## config.mk

```make
export PLATFORM = sky130hd
export DESIGN_NAME = ssd_readback_flat
export DESIGN_NICKNAME = d
export VERILOG_FILES = /design/src/rtl/ssd_readback_if.sv /design/src/rtl/ssd_readback.sv /design/src/flat_wrapper.sv
export SDC_FILE = /design/constraint.sdc
export NUM_CORES = 1
export LEC_CHECK = 0
export BUFFER_PORTS_ARGS = -buffer_cell sky130_fd_sc_hd__buf_2
export CAP_MARGIN = 20
export CELL_PAD_IN_SITES_DETAIL_PLACEMENT = 0
export CELL_PAD_IN_SITES_GLOBAL_PLACEMENT = 1
export CORE_AREA = 2 2 118 74
export DETAILED_ROUTE_END_ITERATION = 16
export DIE_AREA = 0 0 120 76
export GPL_ROUTABILITY_DRIVEN = 0
export GPL_TIMING_DRIVEN = 0
export MAX_ROUTING_LAYER = met4
export PLACE_DENSITY = 0.71
export SLEW_MARGIN = 10
export SYNTH_ARGS = -nofsm -noshare
export SYNTH_HDL_FRONTEND = slang
export SYNTH_SLANG_ARGS = --single-unit
```

## constraint.sdc

```tcl
create_clock -name clk -period 2.9 [get_ports clk]
set_clock_uncertainty 0.2 [all_clocks]
set_input_delay 0.435 -clock clk [delete_from_list [all_inputs] [get_ports clk]]
set_output_delay 0.435 -clock clk [all_outputs]
set_load 0.005 [all_outputs]
```

## src/rtl/ssd_readback_if.sv

```systemverilog
// rtl/ssd_readback_if.sv - seven-segment readback bus: sampled link inputs and decoded outputs
//
// seg/chip_sel/sample_en : multiplexed display link as seen by the receiver
// left_val/right_val     : last accepted nibble per digit
// left_ok/right_ok       : held value came from an accepted legal pattern
// upd/err/upd_side       : one-cycle event pulses and the side they refer to
//
// master drives the link and observes results; slave is the receiver.
interface ssd_readback_if;
    logic [6:0] seg;
    logic       chip_sel;
    logic       sample_en;
    logic [3:0] left_val;
    logic [3:0] right_val;
    logic       left_ok;
    logic       right_ok;
    logic       upd;
    logic       upd_side;
    logic       err;

    modport master (
        output seg, chip_sel, sample_en,
        input  left_val, right_val, left_ok, right_ok, upd, upd_side, err
    );

    modport slave (
        input  seg, chip_sel, sample_en,
        output left_val, right_val, left_ok, right_ok, upd, upd_side, err
    );
endinterface

```

## src/rtl/ssd_readback.sv

```systemverilog
// rtl/ssd_readback.sv - two-digit seven-segment link receiver with per-side debounce and hex decode
//
// clk, rst_n : clock, asynchronous active-low reset
// bus        : ssd_readback_if.slave (seg, chip_sel, sample_en in;
//              left/right_val, left/right_ok, upd, upd_side, err out)
//
// Pipeline: stage 0 registers the raw bus, stage 1 debounces per side and
// flags the sample that completes a stable run, stage 2 decodes and updates
// the visible outputs.  Index 1 of every per-side array is the left digit.
module ssd_readback #(
    parameter int STABLE_CNT = 4,
    parameter bit SEG_ACT_LO = 1'b0
) (
    input  logic           clk,
    input  logic           rst_n,
    ssd_readback_if.slave  bus
);
    localparam logic [7:0] CNT_MAX = 8'(STABLE_CNT);

    // stage 0
    logic [6:0] seg_q, seg_d;
    logic       cs_q, cs_d;
    logic       en_q, en_d;

    // stage 1: debounce state and the acceptance handed to stage 2
    logic [1:0][6:0] cand_q, cand_d;
    logic [1:0][7:0] cnt_q, cnt_d;
    logic            acc_q, acc_d;
    logic            acc_side_q, acc_side_d;
    logic [6:0]      acc_pat_q, acc_pat_d;

    // stage 2: visible results
    logic [1:0][3:0] val_q, val_d;
    logic [1:0]      ok_q, ok_d;
    logic            upd_q, upd_d;
    logic            err_q, err_d;
    logic            side_q, side_d;

    logic [4:0]      dec;   // {legal, nibble}

    function automatic logic [4:0] decode(input logic [6:0] p);
        case (p)
            7'h3F: decode = 5'h10;
            7'h06: decode = 5'h11;
            7'h5B: decode = 5'h12;
            7'h4F: decode = 5'h13;
            7'h66: decode = 5'h14;
            7'h6D: decode = 5'h15;
            7'h7D: decode = 5'h16;
            7'h07: decode = 5'h17;
            7'h7F: decode = 5'h18;
            7'h6F: decode = 5'h19;
            7'h77: decode = 5'h1A;
            7'h7C: decode = 5'h1B;
            7'h39: decode = 5'h1C;
            7'h5E: decode = 5'h1D;
            7'h79: decode = 5'h1E;
            7'h71: decode = 5'h1F;
            default: decode = 5'h00;
        endcase
    endfunction

    always_comb begin
        seg_d      = SEG_ACT_LO ? ~bus.seg : bus.seg;
        cs_d       = bus.chip_sel;
        en_d       = bus.sample_en;

        cand_d     = cand_q;
        cnt_d      = cnt_q;
        acc_d      = 1'b0;
        acc_side_d = cs_q;
        acc_pat_d  = seg_q;

        if (en_q) begin
            if (seg_q == cand_q[cs_q]) begin
                if (cnt_q[cs_q] != CNT_MAX) begin
                    cnt_d[cs_q] = cnt_q[cs_q] + 8'd1;
                end
                // Only the transition into saturation accepts; a saturated
                // count stays put and never re-triggers.
                acc_d = (cnt_q[cs_q] == CNT_MAX - 8'd1);
            end else begin
                cand_d[cs_q] = seg_q;
                cnt_d[cs_q]  = 8'd1;
            end
        end

        val_d  = val_q;
        ok_d   = ok_q;
        upd_d  = 1'b0;
        err_d  = 1'b0;
        side_d = side_q;
        dec    = decode(acc_pat_q);

        if (acc_q) begin
            if (dec[4]) begin
                // Re-accepting the value already held is silent.
                if (!ok_q[acc_side_q] || (dec[3:0] != val_q[acc_side_q])) begin
                    val_d[acc_side_q] = dec[3:0];
                    ok_d[acc_side_q]  = 1'b1;
                    upd_d             = 1'b1;
                    side_d            = acc_side_q;
                end
            end else begin
                // Blank and illegal both invalidate the side; only illegal flags err.
                ok_d[acc_side_q] = 1'b0;
                if (acc_pat_q != 7'h00) begin
                    err_d  = 1'b1;
                    side_d = acc_side_q;
                end
            end
        end
    end

    always_ff @(posedge clk or negedge rst_n) begin
        if (!rst_n) begin
            seg_q      <= 7'h00;
            cs_q       <= 1'b0;
            en_q       <= 1'b0;
            cand_q     <= '0;
            cnt_q      <= '0;
            acc_q      <= 1'b0;
            acc_side_q <= 1'b0;
            acc_pat_q  <= 7'h00;
            val_q      <= '0;
            ok_q       <= '0;
            upd_q      <= 1'b0;
            err_q      <= 1'b0;
            side_q     <= 1'b0;
        end else begin
            seg_q      <= seg_d;
            cs_q       <= cs_d;
            en_q       <= en_d;
            cand_q     <= cand_d;
            cnt_q      <= cnt_d;
            acc_q      <= acc_d;
            acc_side_q <= acc_side_d;
            acc_pat_q  <= acc_pat_d;
            val_q      <= val_d;
            ok_q       <= ok_d;
            upd_q      <= upd_d;
            err_q      <= err_d;
            side_q     <= side_d;
        end
    end

    assign bus.left_val  = val_q[1];
    assign bus.right_val = val_q[0];
    assign bus.left_ok   = ok_q[1];
    assign bus.right_ok  = ok_q[0];
    assign bus.upd       = upd_q;
    assign bus.err       = err_q;
    assign bus.upd_side  = side_q;
endmodule

```

## src/flat_wrapper.sv

```systemverilog
// flat-port wrapper written by rule: the top's interface ports become plain ports
module ssd_readback_flat 
#(
    parameter int STABLE_CNT = 4,
    parameter bit SEG_ACT_LO = 1'b0
)
  (clk, rst_n, bus_seg, bus_chip_sel, bus_sample_en, bus_left_val, bus_right_val, bus_left_ok, bus_right_ok, bus_upd, bus_upd_side, bus_err);
  ssd_readback_if bus_i ();
  input  logic clk;
  input  logic rst_n;
  input wire logic [$bits(bus_i.seg)-1:0] bus_seg;
  input wire logic [$bits(bus_i.chip_sel)-1:0] bus_chip_sel;
  input wire logic [$bits(bus_i.sample_en)-1:0] bus_sample_en;
  output wire logic [$bits(bus_i.left_val)-1:0] bus_left_val;
  output wire logic [$bits(bus_i.right_val)-1:0] bus_right_val;
  output wire logic [$bits(bus_i.left_ok)-1:0] bus_left_ok;
  output wire logic [$bits(bus_i.right_ok)-1:0] bus_right_ok;
  output wire logic [$bits(bus_i.upd)-1:0] bus_upd;
  output wire logic [$bits(bus_i.upd_side)-1:0] bus_upd_side;
  output wire logic [$bits(bus_i.err)-1:0] bus_err;
  assign bus_i.seg = bus_seg;
  assign bus_i.chip_sel = bus_chip_sel;
  assign bus_i.sample_en = bus_sample_en;
  assign bus_left_val = bus_i.left_val;
  assign bus_right_val = bus_i.right_val;
  assign bus_left_ok = bus_i.left_ok;
  assign bus_right_ok = bus_i.right_ok;
  assign bus_upd = bus_i.upd;
  assign bus_upd_side = bus_i.upd_side;
  assign bus_err = bus_i.err;
  ssd_readback #(.STABLE_CNT(STABLE_CNT), .SEG_ACT_LO(SEG_ACT_LO)) u_core (.clk(clk), .rst_n(rst_n), .bus(bus_i));
endmodule
```

* Word level (Yosys, flattened, before mapping)
Cells that the tools add are included.
** Cells by class
- Reduce and logical (&&, ||, !) cells :: 11
- Bitwise operators :: 7
- Magnitude comparators :: 4
- Muxes and demuxes :: 35
- Add/subtract/negate cells :: 1
- Eq/ne operators :: 22
** Operator list (count)
- == test 7 bit, second input constant :: 12
- case mux 5 bit (16 select lines) :: 1
- 2-to-1 mux 16 bit :: 2
- 2-to-1 mux 8 bit :: 3
- 2-to-1 mux 7 bit :: 3
- bitwise mux 16 bit :: 1
- AND 14 bit :: 1
- bitwise mux 14 bit :: 1
- == test 7 x 3 -> 1 bit, second input constant :: 2
- == test 7 x 6 -> 1 bit, second input constant :: 2
- 2-to-1 mux 1 bit :: 14
- inverter 14 bit :: 1
- 2-to-1 mux 4 bit :: 3
- adder 8 x 1 -> 8 bit, second input constant :: 1
- bitwise mux 8 bit :: 1
- demux 8 bit (select 1 bit) :: 1
- == test 8 x 2 -> 1 bit, second input constant :: 1
- != test 8 x 3 -> 1 bit, second input constant :: 1
- demux 7 bit (select 1 bit) :: 1
- == test 7 bit :: 1
- nonzero test 7 bit :: 1
- AND reduction 2 bit :: 3
- AND reduction 3 bit :: 2
- demux 4 bit (select 1 bit) :: 1
- 14 further kinds :: 20
** Word-level totals
- Bits of input ports :: 11
- Logic and storage cells :: 96
- Register bits :: 61
- Output and inout port bits :: 13

* Depth between registers and ports, before layout
- Depth after elaboration :: 7
- Gate-level depth with buffers :: 9
- Mapped depth without buffers :: 7

* Least setup slack after synthesis
OpenSTA, ideal clock, no wires.
- Path kind :: register to register
- From :: register u_core.acc_pat_q[4]
- To :: register u_core.val_q (netlist bit u_core.bus.left_val[0])
- Clock period less this slack :: 2.584 ns
- Cell stages (with the launch flop) :: 9
- Setup slack :: 0.316 ns
- Buffers on the path :: 1
- Arrival time :: 2.256 ns
- Data required time :: 2.572 ns
- Setup time :: 0.128 ns
- Cells stage by stage :: dfrtp_1 -> buf_6 -> or4b_1 -> a21o_1 -> nand3_2 -> mux2i_1 -> a32o_2 -> a211oi_4 -> mux2_1
** On the way
- Longest elaborated chain between the ends :: 5
- Elaborated cells between the ends (all ways) :: 21
- Those cells by class :: 17 x eq/ne; 2 x mux; 2 x reduce/logical
** RTL lines
- from (decl) :: line ssd_readback.sv:30 : logic [6:0] acc_pat_q, acc_pat_d;
- from (signal assigned) :: line ssd_readback.sv:138 : acc_pat_q <= acc_pat_d;
- == test 7 bit, or another cell as far along :: line ssd_readback.sv:42 : case (p)
- case mux 5 bit (16 select lines) (*) :: line ssd_readback.sv:42
- != test 4 bit :: line ssd_readback.sv:98 : if (!ok_q[acc_side_q] || (dec[3:0] != val_q[acc_side_q])) begin
- logical OR 1 bit :: line ssd_readback.sv:98
- AND reduction 3 bit (no line)
- to (signal assigned) :: line ssd_readback.sv:139 : val_q <= val_d;
- to (decl) :: line ssd_readback.sv:33 : logic [1:0][3:0] val_q, val_d;
Every way passes the cells marked *; elsewhere a longest branch is shown, timed or not.
A chain may end at the register's enable or synchronous reset.

* Final worst setup path
Ends and elaborated chain as after synthesis.

==> flow_summary.json <==
{
  "muxShareOfSynthArea_pct": 17.1,
  "synth_compound_area_share_pct": 10.1,
  "setup_viol": 0,
  "postLayoutCoreUtil_pct": 47.6,
  "dieWidth_um": 120,
  "p_leak_nw": 1.77,
  "grt_pass1_wl_um": 11300,
  "yosysWarnings": 0,
  "ant_nets": 0,
  "worst-path-max-fanout": 10,
  "dr.first_iter.drc_count": 122,
  "max_freq_mhz": 352,
  "grt_max_degree": 62,
  "r2r_end": "u_core.bus.left_val[0]",
  "die_h_um": 76,
  "grt_overflow": 0,
  "crit_slowest_cell": "or4b_1",
  "wirelength_um": 6610,
  "mostFrequentLayoutCell": "dfrtp_1",
  "place_hpwl_um": 4550,
  "power.density_nw_per_um2": 593,
  "layout_common_cells": "dfrtp_1, nand2_1, buf_2, mux2i_1, o21ai_0",
  "hold_violations": 19,
  "nFillCells": 777,
  "rsz0062_at_grt": "true",
  "synth_top_family_by_area": "simple AND/OR/NAND/NOR gates",
  "synthCells": 291,
  "comb_power_share_pct": 9.2,
  "cts.sinks": 61,
  "max_stage_delay_ns": 0.54,
  "ios": 24,
  "async_flop_share_pct": 100,
  "port_buffers": 23,
  "switching_share_pct": 23.6,
  "reg2reg_depth": 9,
  "synth_top_flop_cell": "dfrtp_1",
  "synth_area_leaders": "dfrtp_1, mux2i_1, mux2_2, o21ai_0, nand2_1",
  "antenna_found_initial": 0,
  "wl_per_cell_um": 14.6,
  "drive_gt1_share_pct": 25.4,
  "drc_errors": 0,
  "irDropWorstVdd_mv": 0.333,
  "worst_pin_slew_ns": 0.782,
  "die-area_um2": 9120,
  "grt_pass1_vias": 2224,
  "layout.nets": 350,
  "final_cells": 454,
  "power.switching_uw": 542,
  "final_area_um2": 3880,
  "fin_setup_tns_ns": 0,
  "synthesis.nets": 304,
  "coreArea_um2": 8170,
  "status": "complete, but fails checks",
  "slew_viol_final": 0,
  "cts-root-buf": "clkbuf_16",
  "hp-class": "in2async",
  "cts_max_path_buffers": 2,
  "cts_buffers": 9,
  "synthAdderAreaFrac_pct": 0.791,
  "first_pass_iters": 4,
  "holdWs_ns": -0.0198,
  "synth.distinct_cells": 52,
  "cts_tree": "done",
  "min_period_ns": 2.84,
  "clk_pin_slew_ns": 0.05,
  "worstSetupPathType": "reg2reg",
  "rows": 26,
  "crit_required_ns": 2.91,
  "slew-limit-headroom_pct": 47.9,
  "placed_area_um2": 3420,
  "clk_latency_ns": 0.33,
  "critPathCaptureType": "flop",
  "cap_violations": 0,
  "avgSynthCellArea_um2": 10.9,
  "violations": "negative hold slack",
  "synth_seq_cells": 61,
  "area_growth_pct": 22.7,
  "clockPowerShare_pct": 50.1,
  "register_area_um2": 1530,
  "vias": 2316,
  "reg2reg_from": "u_core.acc_pat_q[4]",
  "diodes": 0,
  "r2r_slack_ns": 0.06,
  "synth_enable_flop_cells": 0,
  "p_int_mw": 1.76,
  "arrival_ns": 2.85,
  "yosysTopAreaCellShare_pct": 48.2,
  "yosysSeqAreaShare_pct": 48.2,
  "synthSimpleGateAreaFrac_pct": 17.4,
  "synth_top_cell_by_area": "dfrtp_1",
  "path_cells": "buf_6 -> or4b_1 -> a21o_1 -> nand3_2 -> mux2i_1 -> a32o_2 -> a211oi_4 -> buf_4 -> mux2_4",
  "synth-xor-area-share_pct": 2.77,
  "multi_input_area_um2": 1560,
  "syn-cell-area_um2": 3160,
  "critPathLaunchType": "flop",
  "start_util_pct": 38.8,
  "fin_crit_sh_pct": 98.0,
  "seqPwrFrac_pct": 40.7,
  "dp_cells": 426,
  "drt-vias-per-instance": 5.10,
  "grtUsageTotal_pct": 16.4,
  "htreeDepth": 3
}
-- per-layer routing --
metal  vias to the layer above  track usage (%)  share of wire [%]
met5                         -                -                  0
met4                         0             5.88                1.6
met3                        11             5.91                4.6
met2                        49             20.7                 40
met1                      1119             23.7                 54
li1                       1137                -                  -
-- cell families (layout without fill, tap and decap cells) --
kind of cell	Yosys count	after routing
fa+ha+maj	2	2
compound gates	46	46
buf+inv	21	72
flops	61	61
xor+xnor	10	10
simple gates	100	100
mux	51	51
-- layout make-up --
class	count	area share [%]
clock buffers	9	5.80
multi-input cells	209	40.0
well taps	112	3.61
flip-flops and latches	61	39.3
repair buffers	35	5.80
clock inverters	7	2.51
plain buffers	16	2.45
inverters	5	0.483
-- power by group through the flow --
stage | sequential [mW] | combinational (mW) | clock (mW)
detailed placement | 0.952 | 0.206 | 0
finish | 0.937 | 0.213 | 1.15
CTS | 0.937 | 0.214 | 1.18
global route | 0.944 | 0.240 | 1.22
floorplan | 0.939 | 0.152 | 0
global placement | 0.949 | 0.203 | 0
-- stage by stage --
step | hold slack, ns | setup WS [ns] | power, mW
after floorplan | -0.0606 | 0.316 | 1.09
after global placement | 0.152 | 0.00104 | 1.15
after detailed placement | 0.156 | 0.0607 | 1.16
after CTS | 0.00103 | 0.0373 | 2.33
after global routing | 0.00721 | -0.0221 | 2.41
final | -0.0198 | 0.0588 | 2.30
-- worst max-delay path by stage --
stage / slack (ns) / cells after the start / to / from
floorplan: 0.32 / 8 / u_core.bus.left_val[0] / u_core.acc_pat_q[4]
global placement: 0.001 / 8 / u_core.bus.right_val[1] / u_core.acc_pat_q[5]
detailed placement: 0.06 / 8 / u_core.bus.right_val[0] / u_core.acc_pat_q[5]
CTS: 0.04 / 8 / u_core.bus.right_val[0] / u_core.acc_pat_q[5]
global route: -0.02 / 9 / u_core.bus.left_val[1] / u_core.acc_pat_q[4]
finish: 0.06 / 9 / u_core.bus.left_val[0] / u_core.acc_pat_q[4]
-- flip-flops by register name (all words and copies together), names as in the netlist, named ones only --
| register | cells |
|---|---|
| u_core.acc_side_d | 1 |
| u_core.acc_side_q | 1 |
| u_core.bus.err | 1 |
| u_core.acc_pat_d | 7 |
| u_core.cand_q | 14 |
| u_core.bus.upd_side | 1 |
| u_core.acc_pat_q | 7 |
| u_core.bus.left_val | 4 |
| u_core.bus.upd | 1 |
| u_core.bus.right_val | 4 |
| u_core.cnt_q | 16 |
| u_core.en_q | 1 |
| u_core.acc_q | 1 |
-- worst max-delay path, delay by kind of cell (launching register included) --
family / cells / cell delay, ns
AO/OA/AOI/OAI: 3 / 0.80
buffers and inverters: 2 / 0.33
flip-flops: 1 / 0.40
multiplexers: 2 / 0.36
AND/OR/NAND/NOR: 2 / 0.63
-- synth_stat cells (all sizes together) (7+ instances only) --
cell type,instances
nand2,30
o21ai,23
nor2b,9
mux2,25
mux2i,26
nand3,15
nor3,7
dfrtp,61
nor2,10
buf,9
clkbuf,7
-- timing repair --
| action | 4_1_cts | 5_1_grt |
|---|---|---|
| resized for setup | 0 | 9 |
| hold buffers | 7 | 0 |
| endpoints found under the setup margin | 0 | 26 |
| buffers inserted | 0 | 5 |
| hold endpoints to repair | 7 | 0 |
No activity file was read; power rests on OpenSTA's default activity.
